## config.mk

```make
export PLATFORM = sky130hd
export DESIGN_NAME = sb_rx_deframer
export DESIGN_NICKNAME = d
export VERILOG_FILES = /design/src/rtl/sb_rx_deframer.sv
export SDC_FILE = /design/constraint.sdc
export NUM_CORES = 1
export LEC_CHECK = 0
export ABC_CLOCK_PERIOD_IN_PS = 2280
export CAP_MARGIN = 5
export CORE_ASPECT_RATIO = 1.1
export CORE_UTILIZATION = 45
export DETAILED_ROUTE_END_ITERATION = 6
export PLACE_DENSITY = 0.69
export RECOVER_POWER = 25
export REMOVE_ABC_BUFFERS = 1
export SKIP_CTS_REPAIR_TIMING = 1
export SKIP_LAST_GASP = 1
export SYNTH_ARGS = -nofsm -noshare
export SYNTH_HDL_FRONTEND = slang
export SYNTH_SLANG_ARGS = --single-unit
```

## constraint.sdc

```tcl
create_clock -name sb_clk -period 2.28 [get_ports sb_clk]
set_input_delay 0.342 -clock sb_clk [delete_from_list [all_inputs] [get_ports sb_clk]]
set_output_delay 0.342 -clock sb_clk [all_outputs]
set_load 0.02 [all_outputs]
```

## src/rtl/sb_rx_deframer.sv

```systemverilog
// Sideband UART-style receiver with DLE/STX/ETX transaction deframing.
// Optional saturating error counter on err_cnt when SB_RX_ERR_CNT_EN is defined.
module sb_rx_deframer (
    input  logic       sb_clk,
    input  logic       rst,
    input  logic       sbrx,
    input  logic       rx_en,
    output logic [7:0] rx_data,
    output logic       rx_data_valid,
    output logic       rx_sop,
    output logic       rx_type,
    output logic       rx_done,
    output logic [6:0] rx_len,
    output logic       rx_err,
    output logic [1:0] rx_err_code
`ifdef SB_RX_ERR_CNT_EN
    ,
    output logic [7:0] err_cnt
`endif
);

    localparam logic [7:0] DLE     = 8'hFE;
    localparam logic [7:0] STX_CMD = 8'h05;
    localparam logic [7:0] STX_RSP = 8'h04;
    localparam logic [7:0] ETX     = 8'h40;

    localparam logic [6:0] MAX_LEN = 7'd64;

    localparam logic [1:0] E_STOP = 2'd1;
    localparam logic [1:0] E_ESC  = 2'd2;
    localparam logic [1:0] E_LEN  = 2'd3;

    typedef enum logic [1:0] {
        B_IDLE,
        B_DATA,
        B_STOP,
        B_BREAK
    } bstate_t;

    typedef enum logic [1:0] {
        T_IDLE,
        T_DLE,
        T_PAY,
        T_PAY_DLE
    } tstate_t;

    bstate_t    bst_q;
    logic [2:0] bcnt_q;
    logic [7:0] shreg_q;

    tstate_t    tst_q;
    logic [6:0] cnt_q;
    logic [6:0] cnt_d;
    logic       full;

    logic [7:0] data_q;
    logic       valid_q;
    logic       sop_q;
    logic       type_q;
    logic       done_q;
    logic [6:0] len_q;
    logic       err_q;
    logic [1:0] code_q;

    logic       byte_good;
    logic       byte_bad;
    logic       in_pay;

    // A byte is decided on the edge that samples its stop bit.
    assign byte_good = rx_en && (bst_q == B_STOP) && sbrx;
    assign byte_bad  = rx_en && (bst_q == B_STOP) && !sbrx;

    assign in_pay = (tst_q == T_PAY) || (tst_q == T_PAY_DLE);
    assign cnt_d  = cnt_q + 7'd1;
    assign full   = (cnt_q == MAX_LEN);

    always_ff @(posedge sb_clk or negedge rst) begin
        if (!rst) begin
            bst_q   <= B_IDLE;
            bcnt_q  <= 3'd0;
            shreg_q <= 8'h00;
        end else if (!rx_en) begin
            bst_q  <= B_IDLE;
            bcnt_q <= 3'd0;
        end else begin
            unique case (bst_q)
                B_IDLE: begin
                    if (!sbrx) begin
                        bst_q  <= B_DATA;
                        bcnt_q <= 3'd0;
                    end
                end
                B_DATA: begin
                    shreg_q <= {sbrx, shreg_q[7:1]};
                    bcnt_q  <= bcnt_q + 3'd1;
                    if (bcnt_q == 3'd7) begin
                        bst_q <= B_STOP;
                    end
                end
                B_STOP: begin
                    bst_q <= sbrx ? B_IDLE : B_BREAK;
                end
                B_BREAK: begin
                    if (sbrx) begin
                        bst_q <= B_IDLE;
                    end
                end
                default: bst_q <= B_IDLE;
            endcase
        end
    end

    always_ff @(posedge sb_clk or negedge rst) begin
        if (!rst) begin
            tst_q   <= T_IDLE;
            cnt_q   <= 7'd0;
            data_q  <= 8'h00;
            valid_q <= 1'b0;
            sop_q   <= 1'b0;
            type_q  <= 1'b0;
            done_q  <= 1'b0;
            len_q   <= 7'd0;
            err_q   <= 1'b0;
            code_q  <= 2'd0;
        end else begin
            valid_q <= 1'b0;
            sop_q   <= 1'b0;
            done_q  <= 1'b0;
            err_q   <= 1'b0;
            if (!rx_en) begin
                tst_q <= T_IDLE;
            end else if (byte_bad) begin
                if (in_pay) begin
                    err_q  <= 1'b1;
                    code_q <= E_STOP;
                end
                tst_q <= T_IDLE;
            end else if (byte_good) begin
                unique case (tst_q)
                    T_IDLE: begin
                        if (shreg_q == DLE) begin
                            tst_q <= T_DLE;
                        end
                    end
                    T_DLE: begin
                        if (shreg_q == STX_CMD || shreg_q == STX_RSP) begin
                            tst_q  <= T_PAY;
                            type_q <= (shreg_q == STX_RSP);
                            cnt_q  <= 7'd0;
                        end else if (shreg_q != DLE) begin
                            tst_q <= T_IDLE;
                        end
                    end
                    T_PAY: begin
                        if (shreg_q == DLE) begin
                            tst_q <= T_PAY_DLE;
                        end else if (full) begin
                            err_q  <= 1'b1;
                            code_q <= E_LEN;
                            tst_q  <= T_IDLE;
                        end else begin
                            data_q  <= shreg_q;
                            valid_q <= 1'b1;
                            sop_q   <= (cnt_q == 7'd0);
                            cnt_q   <= cnt_d;
                        end
                    end
                    T_PAY_DLE: begin
                        if (shreg_q == DLE) begin
                            if (full) begin
                                err_q  <= 1'b1;
                                code_q <= E_LEN;
                                tst_q  <= T_IDLE;
                            end else begin
                                data_q  <= DLE;
                                valid_q <= 1'b1;
                                sop_q   <= (cnt_q == 7'd0);
                                cnt_q   <= cnt_d;
                                tst_q   <= T_PAY;
                            end
                        end else if (shreg_q == ETX) begin
                            if (cnt_q == 7'd0) begin
                                err_q  <= 1'b1;
                                code_q <= E_LEN;
                            end else begin
                                done_q <= 1'b1;
                                len_q  <= cnt_q;
                            end
                            tst_q <= T_IDLE;
                        end else begin
                            err_q  <= 1'b1;
                            code_q <= E_ESC;
                            tst_q  <= T_IDLE;
                        end
                    end
                    default: tst_q <= T_IDLE;
                endcase
            end
        end
    end

`ifdef SB_RX_ERR_CNT_EN
    logic [7:0] err_cnt_q;

    always_ff @(posedge sb_clk or negedge rst) begin
        if (!rst) begin
            err_cnt_q <= 8'd0;
        end else if (err_q && err_cnt_q != 8'hFF) begin
            err_cnt_q <= err_cnt_q + 8'd1;
        end
    end

    assign err_cnt = err_cnt_q;
`endif

    assign rx_data       = data_q;
    assign rx_data_valid = valid_q;
    assign rx_sop        = sop_q;
    assign rx_type       = type_q;
    assign rx_done       = done_q;
    assign rx_len        = len_q;
    assign rx_err        = err_q;
    assign rx_err_code   = code_q;

endmodule

```

==> results of run 1 <==
sequential cells by signal, summed over array words and instances, names as in the netlist:
register,cells
rx_data,8
cnt_q,7
rx_err_code,2
tst_q,2
rx_done,1
bst_q,2
rx_type,1
rx_data_valid,1
shreg_q,8
rx_len,7
rx_err,1
bcnt_q,3
rx_sop,1
area by class of cell:
class / instances / area, um2
fillers: 365 / 1820
inverters: 6 / 22.5
multi-input cells: 136 / 980
clock buffers: 7 / 86.3
flip-flops and latches: 44 / 1100
repair buffers: 36 / 325
well taps: 54 / 67.6
clock inverters: 1 / 7.51
per-layer routing:
layer	up-vias	track usage, %
li1	771	-
met1	789	23.9
met3	11	5.37
met2	50	31.3
met4	0	9.22
met5	-	0
layout by cell type, fill, tap and decap left out, types with 3 or more instances in the layout:
cell type,n
dfrtp_1,44
clkdlybuf4s50_1,24
mux2_2,22
nand2_1,16
buf_4,10
nand2b_1,9
nor2_1,8
o21ai_0,8
a21oi_1,8
inv_1,6
or3_1,6
nor2b_1,6
clkbuf_8,6
nand4_1,4
nand3_1,4
ha_1,4
a31oi_1,3
a21boi_0,3
o21ai_1,3
cells by family (layout without fill, tap and decap cells):
group / after synthesis / in the layout / synth area share [%]
AND/OR/NAND/NOR: 71 / 71 / 19.5
flip-flops: 44 / 44 / 52.0
AO/OA/AOI/OAI: 35 / 36 / 10.4
multiplexers: 24 / 24 / 12.6
buffers and inverters: 13 / 50 / 2.72
adder cells (fa/ha/maj): 4 / 4 / 2.36
XOR/XNOR: 1 / 1 / 0.414
worst max-delay path by stage:
stage | endpoint | from | cells past startpoint
global route | cnt_q[5] | shreg_q[4] | 5
detailed placement | cnt_q[3] | shreg_q[4] | 5
floorplan | rx_data[1] | shreg_q[0] | 5
CTS | cnt_q[3] | shreg_q[4] | 5
global placement | cnt_q[0] | shreg_q[4] | 5
finish | cnt_q[3] | shreg_q[4] | 5
worst max-delay path, delay by kind of cell, from the launching register on:
kind | cells | cell delay [ps]
DFF | 1 | 380
AOI/OAI and AO/OA | 2 | 340
and+or+nand+nor | 3 | 1420
power by group:
group	switching, W	total, W	leakage (nW)	internal (W)
Clock	0.000263	0.000509	0.0445	0.000246
Sequential	0.0000456	0.000887	0.597	0.000841
Combinational	0.000148	0.000314	0.513	0.000166
Total	0.000457	0.00171	1.15	0.00125
stage by stage:
| stage | setup TNS [ps] | area [um2] | setup slack [ps] | cells |
|---|---|---|---|---|
| final | 0 | 2590 | 61.7 | 284 |
| after global routing | -0.883 | 2590 | -0.883 | 284 |
| after CTS | 0 | 2580 | 4.19 | 283 |
| after detailed placement | 0 | 2490 | 22.4 | 275 |
| after global placement | 0 | 2490 | 70.7 | 275 |
| after floorplan | -979 | 2080 | -140 | 185 |
==> flow_metrics.env, run 1 <==
export IMPL_yosys_top_cells_count="44 x dfrtp_1, 22 x mux2_2, 16 x nand2_1, 9 x nand2b_1"
export IMPL_synth_edff_count=0
export IMPL_arrival_ps=2450
export IMPL_fin_util_pct=58.7
export IMPL_crit_path_start_kind="flip-flop"
export IMPL_cpMaxStageDelayCell="or4b_1"
export IMPL_yosysMostFrequentCell="dfrtp_1"
export IMPL_crit_chain="or4b_1 -> or4b_4 -> o211a_4 -> or3_1 -> a21oi_1"
export IMPL_r2r_start="shreg_q[4]"
export IMPL_firstDrtPassIters=4
export IMPL_hpwlAfterDp_mm=2.90
export IMPL_ant_nets=0
export IMPL_finClkSkew_ps=6.37
export IMPL_antenna_found_initial=0
export IMPL_io_pins=26
export IMPL_vias=1621
export IMPL_fin_crit_sh_pct=97.3
export IMPL_syn_cell_area_um2=2120
export IMPL_rows=25
export IMPL_wirelength_met1_mm=1.85
export IMPL_crit_fanout=6
export IMPL_die_h_um=74.0
export IMPL_detail_route_wl_per_cell_um=15.1
export IMPL_cts_tree="yes"
export IMPL_hold_viol_final=0
export IMPL_rr_worst_depth=5
export IMPL_synthDominantCellAreaShare_pct=52.0
export IMPL_setup_violations_final=0
export IMPL_synth_seq_cells=44
export IMPL_initialDrtViolationCount=94
export IMPL_status="complete, no violations"
export IMPL_die_w_um=67.4
export IMPL_maxCapViolCount=0
export IMPL_p_per_area_nw_per_um2=660
export IMPL_finalNetCount=237
export IMPL_worstMarginPinSlew_ps=1060
export IMPL_fin_crit_ps=2220
export IMPL_drive_above_1_share_pct=21.3
export IMPL_grt_max_degree=45
export IMPL_synthTopCellsByArea="dfrtp_1 52%, mux2_2 12%, nand2_1 2.8%"
export IMPL_antenna_cells=0
export IMPL_dieArea_um2=4990
export IMPL_critical_path_class="reg2reg"
export IMPL_numCtsBuffers=5
export IMPL_clk_pin_slew_ps=80
export IMPL_grt_pass1_wl_mm=7.19
export IMPL_dr_max_layer_used="met4"
export IMPL_timing_rr_end="cnt_q[3]"
export IMPL_fmax_mhz=451
export IMPL_avgSynthCellArea_um2=11.0
export IMPL_grt_pass1_vias=1538
export IMPL_synth_cell_type_count=43
export IMPL_syn_to_final_growth_pct=22.3
export IMPL_routed_wl_mm=4.28
export IMPL_vias_per_cell=5.71
export IMPL_cp_end_kind="flip-flop"
export IMPL_slew_viol_final=0
export IMPL_met2_length_mm=2.14
export IMPL_clock_latency_ps=300
export IMPL_ys_warnings_count=0
export IMPL_relSlewSlack_pct=29.6
export IMPL_synth_largest_area_cell="dfrtp_1"
export IMPL_slowest_delay_ps=540
export IMPL_grt_util_all_layers_pct=19.4
export IMPL_reg2reg_slack_ps=60
export IMPL_clkSinkCount=44
export IMPL_required_ps=2510
export IMPL_remaining_drc_errors=0
export IMPL_power_w=0.00171
export IMPL_ir_worst_vdd_uv=412
export IMPL_wl_met3_um=186
export IMPL_postSynth_asyncResetShare_pct=100
export IMPL_whs_ps=302
export IMPL_overflow=0
export IMPL_place_gp_congestion=0.774
export IMPL_root_buffer="clkbuf_8"
export IMPL_port_buffers=25
export IMPL_p_leak_nw=1.15
export IMPL_synth_ff_type="dfrtp_1"
export IMPL_syn_inst=192
export IMPL_ys_seq_area_share_pct=52.0
export IMPL_initial_core_util_pct=48.0
export IMPL_htree_levels=2
export IMPL_rsz0062_at_grt="yes"
export IMPL_hp_class="in2async"
export IMPL_design_core_area_um2=4410
export IMPL_clock_path_buffers=2
(Power assumes the default switching activity.)
==> run 2, diff against run 1 <==
==> constraint.sdc (replaced) <==
create_clock -name sb_clk -period 2.28 [get_ports sb_clk]
set_input_delay 0.456 -clock sb_clk [delete_from_list [all_inputs] [get_ports sb_clk]]
set_output_delay 0.456 -clock sb_clk [all_outputs]
set_load 0.05 [all_outputs]
==> run 2 against run 1 <==
Against the previous run:
- global-route usage rose by 0.69 points
- routed wire length up 3.5%
- register-to-register slack got worse by 20 ps
- via count grew 0.74%
- critical path depth unchanged
- core utilization grew 1.3 points
- sequential cell count unchanged
- clock skew down 2.1 ps
- non-clock buffer count rose by 7
- highest routed layer unchanged
==> flow_metrics.env, run 2 (same netlist as run 1, synthesis figures left out) <==
export IMPL_status="complete, no violations"
export IMPL_port_buffers=25
export IMPL_timing_rr_end="cnt_q[2]"
export IMPL_crit_family="simple AND/OR/NAND/NOR gates"
export IMPL_design_core_area_um2=4410
export IMPL_grt_use_met2_pct=34.9
export IMPL_cts_tree="yes"
export IMPL_ir_worst_vdd_uv=572
export IMPL_met3_usage_pct=4.29
export IMPL_crit_path_start_kind="flip-flop"
export IMPL_io_pins=26
export IMPL_clkSinkCount=44
export IMPL_rr_worst_depth=5
export IMPL_dp_slack_ps=-20.5
export IMPL_dp_cells=277
export IMPL_die_h_um=74.0
export IMPL_slowest_delay_ps=550
export IMPL_rsz0062_at_grt="yes"
export IMPL_grt_pass1_vias=1647
export IMPL_required_ps=2500
export IMPL_hp_class="in2async"
export IMPL_clock_path_buffers=2
export IMPL_routed_wl_mm=4.43
export IMPL_hold_viol_final=0
export IMPL_most_common_layout_cells="44 x dfrtp_1, 24 x clkdlybuf4s50_1, 22 x mux2_2"
export IMPL_gr_usage_met1_pct=24.5
export IMPL_reg2reg_slack_ps=50
export IMPL_grt_pass1_wl_mm=7.56
export IMPL_path_buf_inv=0
export IMPL_arrival_ps=2460
export IMPL_firstDrtPassIters=4
export IMPL_nFillCells=350
export IMPL_detail_route_wl_per_cell_um=15.4
export IMPL_clk_pin_slew_ps=80
export IMPL_fin_crit_ps=2230
export IMPL_htree_levels=2
export IMPL_p_leak_nw=1.19
export IMPL_place_gp_congestion=0.821
export IMPL_remaining_drc_errors=0
export IMPL_setup_ws_ps=45.8
export IMPL_crit_chain="or4b_4 -> or4b_4 -> o211a_4 -> or3_4 -> a21oi_2"
export IMPL_drive_above_1_share_pct=23.9
export IMPL_cpMaxStageDelayCell="or4b_4"
export IMPL_crit_fanout=9
export IMPL_die_w_um=67.4
export IMPL_antenna_found_initial=0
export IMPL_final_common_cell="dfrtp_1"
export IMPL_finClkSkew_ps=4.30
export IMPL_relSlewSlack_pct=15.3
export IMPL_numCtsBuffers=5
export IMPL_cp_end_kind="flip-flop"
export IMPL_dieArea_um2=4990
export IMPL_r2r_start="shreg_q[4]"
export IMPL_root_buffer="clkbuf_8"
export IMPL_ant_nets=0
export IMPL_rows=25
export IMPL_final_cells=288
export IMPL_critical_path_class="reg2reg"
export IMPL_fin_crit_sh_pct=98.0
export IMPL_p_per_area_nw_per_um2=670
export IMPL_stdcell_area_um2=2650
export IMPL_fmax_mhz=448
export IMPL_hpwlAfterDp_mm=3.03
export IMPL_clock_latency_ps=290
export IMPL_dpl_cell_area_um2=2510
export IMPL_syn_to_final_growth_pct=24.9
export IMPL_vias=1633
export IMPL_cp_common_cell="or4b_4"
export IMPL_finalNetCount=243
export IMPL_setup_tns_ps=0
export IMPL_worstMarginPinSlew_ps=1270
export IMPL_slew_viol_final=0
export IMPL_grt_max_degree=24
export IMPL_initialDrtViolationCount=63
export IMPL_maxCapViolCount=0
export IMPL_vias_per_cell=5.67
export IMPL_overflow=0
export IMPL_setup_violations_final=0
export IMPL_grt_util_all_layers_pct=20.1
export IMPL_initial_core_util_pct=48.0
export IMPL_gr_max_usage_layer="met2"
export IMPL_antenna_cells=0
run 2: how the worst max path moves through the flow:
stage,start,end,slack [ps],cells past startpoint
3_3_place_gp,shreg_q[4],cnt_q[6],70,5
5_1_grt,shreg_q[4],rx_data[1],-20,7
2_1_floorplan,shreg_q[0],rx_data[1],-140,5
6_report,shreg_q[4],cnt_q[2],50,5
4_1_cts,shreg_q[4],cnt_q[3],-30,5
3_5_place_dp,sbrx,cnt_q[4],-20,7
run 2: area by class of cell:
type                    instances  area (um2)  share of cell area, %
repair buffers                 43         377                   14.2
inverters                       6        22.5                  0.851
clock buffers                   5        68.8                   2.60
flip-flops and latches         44        1100                   41.6
clock inverters                 1        30.0                   1.13
multi-input cells             135         980                   37.0
well taps                      54        67.6                   2.55
run 2: power breakdown:
part           switching, W  total, W  internal, W
logic              0.000149  0.000322     0.000172
clock network      0.000245  0.000560     0.000314
registers         0.0000505  0.000892     0.000842
run 2: metrics by stage:
| stage | power, W | util, % | hold slack (ps) |
|---|---|---|---|
| final | 0.00177 | 60.0 | 422 |
| after detailed placement | 0.00122 | 56.8 | 477 |
| after CTS | 0.00178 | 59.1 | 168 |
| after global placement | 0.00120 | 56.8 | 459 |
| after floorplan | 0.00106 | - | 160 |
| after global routing | 0.00186 | 60.0 | 526 |
run 2: worst reg2reg max path, stage by stage, from the launching register on:
cell and delay, ps:
dfrtp_1 390, or4b_4 550, or4b_4 530, o211a_4 190, or3_4 370, a21oi_2 140
run 2: per-layer routing:
layer | vias up | share of wire [%]
met5 | - | 0
met4 | 0 | 0.77
met3 | 4 | 3.3
met2 | 40 | 52
met1 | 812 | 44
li1 | 777 | -
==> run 3, diff against run 2 <==
--- a/config.mk
+++ b/config.mk
@@ -9,6 +9,7 @@
 export CAP_MARGIN = 5
 export CORE_ASPECT_RATIO = 1.1
 export CORE_UTILIZATION = 45
+export CTS_CLUSTER_SIZE = 28
 export DETAILED_ROUTE_END_ITERATION = 6
 export PLACE_DENSITY = 0.69
 export RECOVER_POWER = 25
==> results of run 3 <==
No change in the layout: final DEF, timing and power equal those of run 2.
